## src/rtl/axi_burst_master.sv

```systemverilog
// Single-outstanding AXI4 burst master: turns one command into an INCR write or read burst.
// Payload is passed through combinationally; done/resp_err are registered one cycle after the final response.
//
// state | meaning
// IDLE  | waiting for a command (cmd_ready unless the done pulse is being shown)
// AW    | presenting the write address
// W     | streaming write beats from wr_* to the W channel
// B     | waiting for the write response
// AR    | presenting the read address
// R     | streaming read beats from the R channel to rd_*
module axi_burst_master #(
  parameter int ADDR_WIDTH = 28,
  parameter int DATA_WIDTH = 64,
  parameter int ID_WIDTH   = 4,
  parameter int STRB_WIDTH = DATA_WIDTH/8,
  parameter int MASTER_ID  = 0
) (
  input  logic                  clk,
  input  logic                  rst,
  input  logic                  cmd_valid,
  output logic                  cmd_ready,
  input  logic                  cmd_write,
  input  logic [ADDR_WIDTH-1:0] cmd_addr,
  input  logic [7:0]            cmd_len,
  input  logic [DATA_WIDTH-1:0] wr_data,
  input  logic [STRB_WIDTH-1:0] wr_strb,
  input  logic                  wr_valid,
  output logic                  wr_ready,
  output logic [DATA_WIDTH-1:0] rd_data,
  output logic                  rd_last,
  output logic                  rd_valid,
  input  logic                  rd_ready,
  output logic                  done,
  output logic                  resp_err,
  output logic                  busy,
  output logic [ID_WIDTH-1:0]   m_axi_awid,
  output logic [ADDR_WIDTH-1:0] m_axi_awaddr,
  output logic [7:0]            m_axi_awlen,
  output logic [2:0]            m_axi_awsize,
  output logic [1:0]            m_axi_awburst,
  output logic                  m_axi_awvalid,
  input  logic                  m_axi_awready,
  output logic [DATA_WIDTH-1:0] m_axi_wdata,
  output logic [STRB_WIDTH-1:0] m_axi_wstrb,
  output logic                  m_axi_wlast,
  output logic                  m_axi_wvalid,
  input  logic                  m_axi_wready,
  input  logic [ID_WIDTH-1:0]   m_axi_bid,
  input  logic [1:0]            m_axi_bresp,
  input  logic                  m_axi_bvalid,
  output logic                  m_axi_bready,
  output logic [ID_WIDTH-1:0]   m_axi_arid,
  output logic [ADDR_WIDTH-1:0] m_axi_araddr,
  output logic [7:0]            m_axi_arlen,
  output logic [2:0]            m_axi_arsize,
  output logic [1:0]            m_axi_arburst,
  output logic                  m_axi_arvalid,
  input  logic                  m_axi_arready,
  input  logic [ID_WIDTH-1:0]   m_axi_rid,
  input  logic [DATA_WIDTH-1:0] m_axi_rdata,
  input  logic [1:0]            m_axi_rresp,
  input  logic                  m_axi_rlast,
  input  logic                  m_axi_rvalid,
  output logic                  m_axi_rready
);

  typedef enum logic [2:0] {S_IDLE, S_AW, S_W, S_B, S_AR, S_R} state_t;

  localparam logic [2:0]            AXI_SIZE  = 3'($clog2(STRB_WIDTH));
  localparam logic [ADDR_WIDTH-1:0] ADDR_MASK = ADDR_WIDTH'(STRB_WIDTH - 1);

  state_t                state_q, state_d;
  logic [ADDR_WIDTH-1:0] addr_q, addr_d;
  logic [7:0]            len_q, len_d;
  logic [7:0]            cnt_q, cnt_d;
  logic                  err_q, err_d;
  logic                  done_q, done_d;
  logic                  resp_err_q, resp_err_d;

  // Response IDs are not checked: only one burst is ever outstanding.
  logic unused_ids;
  assign unused_ids = ^{m_axi_bid, m_axi_rid};

  always_ff @(posedge clk) begin
    if (rst) begin
      state_q    <= S_IDLE;
      addr_q     <= '0;
      len_q      <= '0;
      cnt_q      <= '0;
      err_q      <= 1'b0;
      done_q     <= 1'b0;
      resp_err_q <= 1'b0;
    end else begin
      state_q    <= state_d;
      addr_q     <= addr_d;
      len_q      <= len_d;
      cnt_q      <= cnt_d;
      err_q      <= err_d;
      done_q     <= done_d;
      resp_err_q <= resp_err_d;
    end
  end

  assign m_axi_awid    = ID_WIDTH'(MASTER_ID);
  assign m_axi_awaddr  = addr_q;
  assign m_axi_awlen   = len_q;
  assign m_axi_awsize  = AXI_SIZE;
  assign m_axi_awburst = 2'b01;
  assign m_axi_arid    = ID_WIDTH'(MASTER_ID);
  assign m_axi_araddr  = addr_q;
  assign m_axi_arlen   = len_q;
  assign m_axi_arsize  = AXI_SIZE;
  assign m_axi_arburst = 2'b01;
  assign m_axi_wdata   = wr_data;
  assign m_axi_wstrb   = wr_strb;
  assign done          = done_q;
  assign resp_err      = resp_err_q;
  assign busy          = (state_q != S_IDLE);
  // Holding cmd_ready low during the done pulse gives the caller one cycle to see the result.
  assign cmd_ready     = (state_q == S_IDLE) && !done_q;

  always_comb begin
    state_d       = state_q;
    addr_d        = addr_q;
    len_d         = len_q;
    cnt_d         = cnt_q;
    err_d         = err_q;
    done_d        = 1'b0;
    resp_err_d    = resp_err_q;
    m_axi_awvalid = 1'b0;
    m_axi_wvalid  = 1'b0;
    m_axi_wlast   = 1'b0;
    m_axi_bready  = 1'b0;
    m_axi_arvalid = 1'b0;
    m_axi_rready  = 1'b0;
    wr_ready      = 1'b0;
    rd_valid      = 1'b0;
    rd_last       = 1'b0;
    rd_data       = '0;
    case (state_q)
      S_IDLE: begin
        if (cmd_valid && cmd_ready) begin
          addr_d  = cmd_addr & ~ADDR_MASK;
          len_d   = cmd_len;
          cnt_d   = '0;
          err_d   = 1'b0;
          state_d = cmd_write ? S_AW : S_AR;
        end
      end
      S_AW: begin
        m_axi_awvalid = 1'b1;
        if (m_axi_awready) begin
          cnt_d   = '0;
          state_d = S_W;
        end
      end
      S_W: begin
        m_axi_wvalid = wr_valid;
        wr_ready     = m_axi_wready;
        m_axi_wlast  = (cnt_q == len_q);
        if (wr_valid && m_axi_wready) begin
          cnt_d = cnt_q + 8'd1;
          if (cnt_q == len_q) state_d = S_B;
        end
      end
      S_B: begin
        m_axi_bready = 1'b1;
        if (m_axi_bvalid) begin
          done_d     = 1'b1;
          resp_err_d = (m_axi_bresp != 2'b00);
          state_d    = S_IDLE;
        end
      end
      S_AR: begin
        m_axi_arvalid = 1'b1;
        if (m_axi_arready) begin
          cnt_d   = '0;
          state_d = S_R;
        end
      end
      S_R: begin
        rd_valid     = m_axi_rvalid;
        m_axi_rready = rd_ready;
        rd_data      = m_axi_rdata;
        rd_last      = m_axi_rlast;
        if (m_axi_rvalid && rd_ready) begin
          cnt_d = cnt_q + 8'd1;
          if (m_axi_rlast) begin
            done_d     = 1'b1;
            resp_err_d = err_q || (m_axi_rresp != 2'b00) || (cnt_q != len_q);
            state_d    = S_IDLE;
          end else if ((m_axi_rresp != 2'b00) || (cnt_q == len_q)) begin
            // Overlong burst or bad beat: keep draining until the slave ends it.
            err_d = 1'b1;
          end
        end
      end
      default: state_d = S_IDLE;
    endcase
  end

endmodule
```

## config.mk

```make
export PLATFORM = sky130hd
export DESIGN_NAME = axi_burst_master
export DESIGN_NICKNAME = d
export VERILOG_FILES = /design/src/rtl/axi_burst_master.sv
export SDC_FILE = /design/constraint.sdc
export NUM_CORES = 1
export LEC_CHECK = 0
export ABC_AREA = 1
export CORE_AREA = 3 3 170 172
export DETAILED_ROUTE_END_ITERATION = 10
export DIE_AREA = 0 0 173 175
export PLACE_DENSITY = 0.57
export SYNTH_ARGS = -nofsm -noshare
export SYNTH_HDL_FRONTEND = slang
export SYNTH_SLANG_ARGS = --single-unit
```

## constraint.sdc

```tcl
create_clock -name clk -period 2.12 [get_ports clk]
set_input_delay 0.53 -clock clk [delete_from_list [all_inputs] [get_ports clk]]
set_output_delay 0.53 -clock clk [all_outputs]
set_load 0.02 [all_outputs]
```

**Yosys cells after proc, flatten, opt, wreduce, memory -nomap -nowiden**

Index checks and enable logic that the tools add are counted.

- Logic and storage cells: 84
- Bits in registers: 47
- Output and inout bits: 239
- Input bits: 196

- Multiplexer cells: 39
- Reductions and logical operators: 20
- Equal/unequal tests: 17
- $add $sub $neg: 1

Operators with widths:

| operator | count |
|---|---|
| $mux 64 | 1 |
| $mux 8 | 5 |
| $pmux 8 s5 | 1 |
| $mux 3 | 9 |
| $mux 1 | 19 |
| $ne 2x2->1 const B | 9 |
| $pmux 3 s6 | 1 |
| $add 8x1->8 const B | 1 |
| $eq 8x8->1 | 1 |
| $ne 8x8->1 | 1 |
| $reduce_and 8->1 | 1 |
| $reduce_bool 2->1 | 4 |
| $eq 3x2->1 const B | 2 |
| $eq 3x3->1 const B | 2 |
| $pmux 1 s2 | 3 |
| $reduce_and 6->1 | 1 |
| $reduce_and 5->1 | 1 |
| $reduce_bool 5->1 | 1 |
| $logic_and 1x1->1 | 4 |
| $reduce_and 4->1 | 1 |
| $eq 3x1->1 const B | 1 |
| $logic_not 3->1 | 1 |
| $logic_or 1x1->1 | 3 |
| $reduce_bool 3->1 | 1 |
| other kinds (3) | 3 |

**Logic depth before layout (Yosys ltp)**

- Depth in word-level cells: 6
- Gate-level depth with buffers: 11
- Gate-level depth less buffers: 10

**Worst setup path before layout**

No wires, ideal clock.

- Kind: register -> output
- From: register state_q[1]
- To: output port rd_data[0]
- Cell stages (with the launch flop): 6
- Path buffers: 2
- Data required time: 1.590 ns
- Setup slack: 0.336 ns
- Arrival: 1.254 ns
- Cells stage by stage: dfxtp_1 inv_2 nand3_4 buf_2 buf_1 nor2_1

- Longest elaborated chain between the ends: 2

Ends and longest elaborated chain:

| what | RTL line | source |
|---|---|---|
| from (decl) | 72 | `state_t state_q, state_d;` |
| from (signal assigned) | 94 | `state_q <= state_d;` |
| $eq 3x3->1 | 140 | `case (state_q)` |
| $mux 64 | 140 |  |
| to (decl) | 29 | `output logic [DATA_WIDTH-1:0] rd_data,` |

Every way passes these cells.

**Worst setup path in the final report**

- From: input port m_axi_rvalid
- To: output port rd_valid

- Longest elaborated chain between the ends: 1

Ends and longest elaborated chain:

| what | RTL line | source |
|---|---|---|
| from (decl) | 63 | `input logic m_axi_rvalid,` |
| $mux 1 | 140 |  |
| to (decl) | 31 | `output logic rd_valid,` |

Every way passes these cells.

==> flow_summary.yaml <==
die:
  dieArea_sq_um: 30300
  die_y_um: 175
  initial_core_util: 0.137
  fp.coreArea_sq_um: 27600
  ios: 435
  rows: 61
  dieWidth_um: 173
power_and_ir_drop:
  total_power_uw: 5060
  p_leak_uw: 0.00282
  power_density_nw_per_um2: 833
  ir_worst_vdd_mv: 0.359
worst_hold_path:
  worstHoldStart: "err_q$_SDFFE_PP0P_"
  hold_path.class: "reg -> reg"
synth:
  ys_ff_latch: 47
  synth_edf_count: 0
  synthFlopType: "dfxtp_1"
  synth_area_sq_um: 3790
  async_flop_share: 0
  syn_inst: 606
  yosysMostFrequentCell: "buf_4"
  ys_top_cells_by_count: "buf_4, nor2_1, inv_1"
  synth_top_area_frac: 0.258
  yosysWarnings: 0
  ys_types: 29
  ys_seq_area_frac: 0.248
  yosysTopAreaCell: "buf_4"
  syn_area_per_cell_sq_um: 6.25
  synth_area_leaders: "buf_4, dfxtp_1, nor2_1"
grt:
  grt_pass1_vias: 3934
  track_usage: 0.109
  antenna_found_initial: 0
  overflow: 0
  grt_pass1_wl_um: 25000
  grt_max_degree: 39
sta:
  maxSlewViolCount: 0
  setup_violations: 0
  hold_violations: 0
  fin_crit_ns: 2.05
  min_period_over_period: 0.968
  rsz0062_at_grt: "no"
  finClkSkew_ns: 0.0104
  fmax_mhz: 487
routing:
  dr.pass1.iters: 6
  viasPerCell: 3.56
  drc: 0
  wl_um: 17400
  num_vias: 4065
  drtIter0Drc: 126
  routedWlPerCell_um: 15.2
  ant_nets: 0
setup_path:
  cp_data_required_time_ns: 1.59
  critPathBufInv: 3
  startpoint: "m_axi_rvalid"
  slowest_delay_ns: 0.50
  path_class: "in -> out"
  critPathSlowestCell: "clkdlybuf4s50_1"
  arrival_ns: 1.52
  r2r_start: "state_q[2]$_SDFFE_PP0P_"
  cp_max_fo: 2
  worst_setup_path_start_kind: "primary input"
  cp_top_family: "buffers and inverters"
  worstPathCellList: "clkdlybuf4s50_1 -> inv_1 -> nor2_1 -> dlygate4sd2_1"
  critPathCaptureType: "output port"
final_layout:
  area_delta_synth_final_pct: 60.4
  layout-drive-gt1-share: 0.131
  nFillCells: 3152
  final_util: 0.220
  layout.nets: 959
flow_run:
  cap_violations: 0
placed_design:
  hpwl_um: 14400
  gp_congestion: 0.837
  io_buffers: 255
clock_network:
  cts_buffer_depth: 2
  cts_tree: "done"
  hold_buffers: 0
  insertion_delay_ns: 0.30
  path_clk_slew_ns: 0.07
  cts_htree_levels: 2
  cts_buffers: 5
  cts_sinks: 47
  cts_root_buffer: "clkbuf_16"
status:
  status: "complete, no violations"
## report_power, final
| group | internal, uW | switching, uW |
|---|---|---|
| Combinational | 1290 | 1760 |
| Sequential | 1060 | 153 |
| Clock | 443 | 367 |
## tightest hold or removal path: cells and delay by family (launching register included)
kind / cells / cell delay (ns)
AO/OA/AOI/OAI: 1 / 0.05
flip-flops: 1 / 0.30
buffers and inverters: 1 / 0.06
## kinds of logic (layout without fill, tap and decap cells)
logic type	after synthesis	count (layout)	synth area share
fa+ha+maj	1	1	0.00330
compound gates	56	56	0.0773
other cells	2	25	0.00198
buf+inv	247	382	0.378
flops	47	47	0.248
xor+xnor	6	6	0.0139
simple gates	247	247	0.277
## routing by layer
metal | track usage | up-vias | part of all wire
met2 | 0.174 | 271 | 0.45
met4 | 0.0264 | 0 | 0.017
met3 | 0.0530 | 15 | 0.11
li1 | - | 1982 | -
met1 | 0.132 | 1797 | 0.42
met5 | 0 | - | 0
## per-stage QoR
| step | hold slack [ns] | instance area, sq um | TNS, ns | instances | setup WS (ns) |
|---|---|---|---|---|---|
| global placement | 0.436 | 6010 | -11.74 | 1133 | -0.310 |
| finish | 0.449 | 6080 | 0 | 1142 | 0.0671 |
| detailed placement | 0.440 | 6010 | -11.50 | 1133 | -0.299 |
| floorplan | 0.428 | 3870 | 0 | 628 | 0.336 |
| CTS | 0.452 | 6100 | -0.00571 | 1141 | -0.00571 |
| global route | 0.485 | 6080 | 0 | 1141 | 0.00168 |
## path summary, 6_finish.rpt
kind	end	slack, ns	cells past startpoint
max reg2reg	m_axi_araddr[9]$_SDFFE_PP0P_	0.24	9
min reg2reg	err_q$_SDFFE_PP0P_	0.45	2
min	err_q$_SDFFE_PP0P_	0.45	2
max	rd_valid	0.07	4
## flip-flops by register name (all words and copies together) (netlist names)
signal,count
resp_err,1
cnt_q,8
done,1
state_q,3
m_axi_arlen,8
err_q,1
m_axi_araddr,25
## cells in the final DEF (no fill, tap or decap), types with 2 or more instances in the layout
| cell | count |
|---|---|
| nand2_2 | 5 |
| dfxtp_2 | 10 |
| buf_12 | 4 |
| nor2_1 | 92 |
| dlygate4sd2_1 | 34 |
| nor2_2 | 8 |
| clkdlybuf4s15_2 | 4 |
| a21oi_1 | 46 |
| nor2_4 | 4 |
| nor3_1 | 3 |
| o21ai_0 | 5 |
| buf_4 | 36 |
| clkdlybuf4s15_1 | 3 |
| inv_1 | 93 |
| xnor2_1 | 6 |
| dfxtp_1 | 37 |
| nand2_1 | 87 |
| clkbuf_16 | 5 |
| buf_6 | 2 |
| conb_1 | 24 |
| o211ai_1 | 2 |
| clkdlybuf4s50_1 | 180 |
| clkbuf_2 | 15 |
| nand3_1 | 44 |
## area by class of cell
class                           instances  area [sq um]  area share
Clock inverter                          2          16.3     0.00267
Clock buffer                            6           129      0.0212
Inverter                               95           359      0.0591
Antenna cell                            1          2.50    0.000412
Tap cell                              378           473      0.0778
Sequential cell                        47           953       0.157
Timing Repair Buffer                  279          2630       0.432
Multi-Input combinational cell        334          1520       0.250
## what timing repair did
item,in CTS,in global routing
gates cloned,0,0
endpoints found under the setup margin,60,63
setup buffers,0,0
gates resized for setup,71,51
No activity file was read; power rests on OpenSTA's default activity.
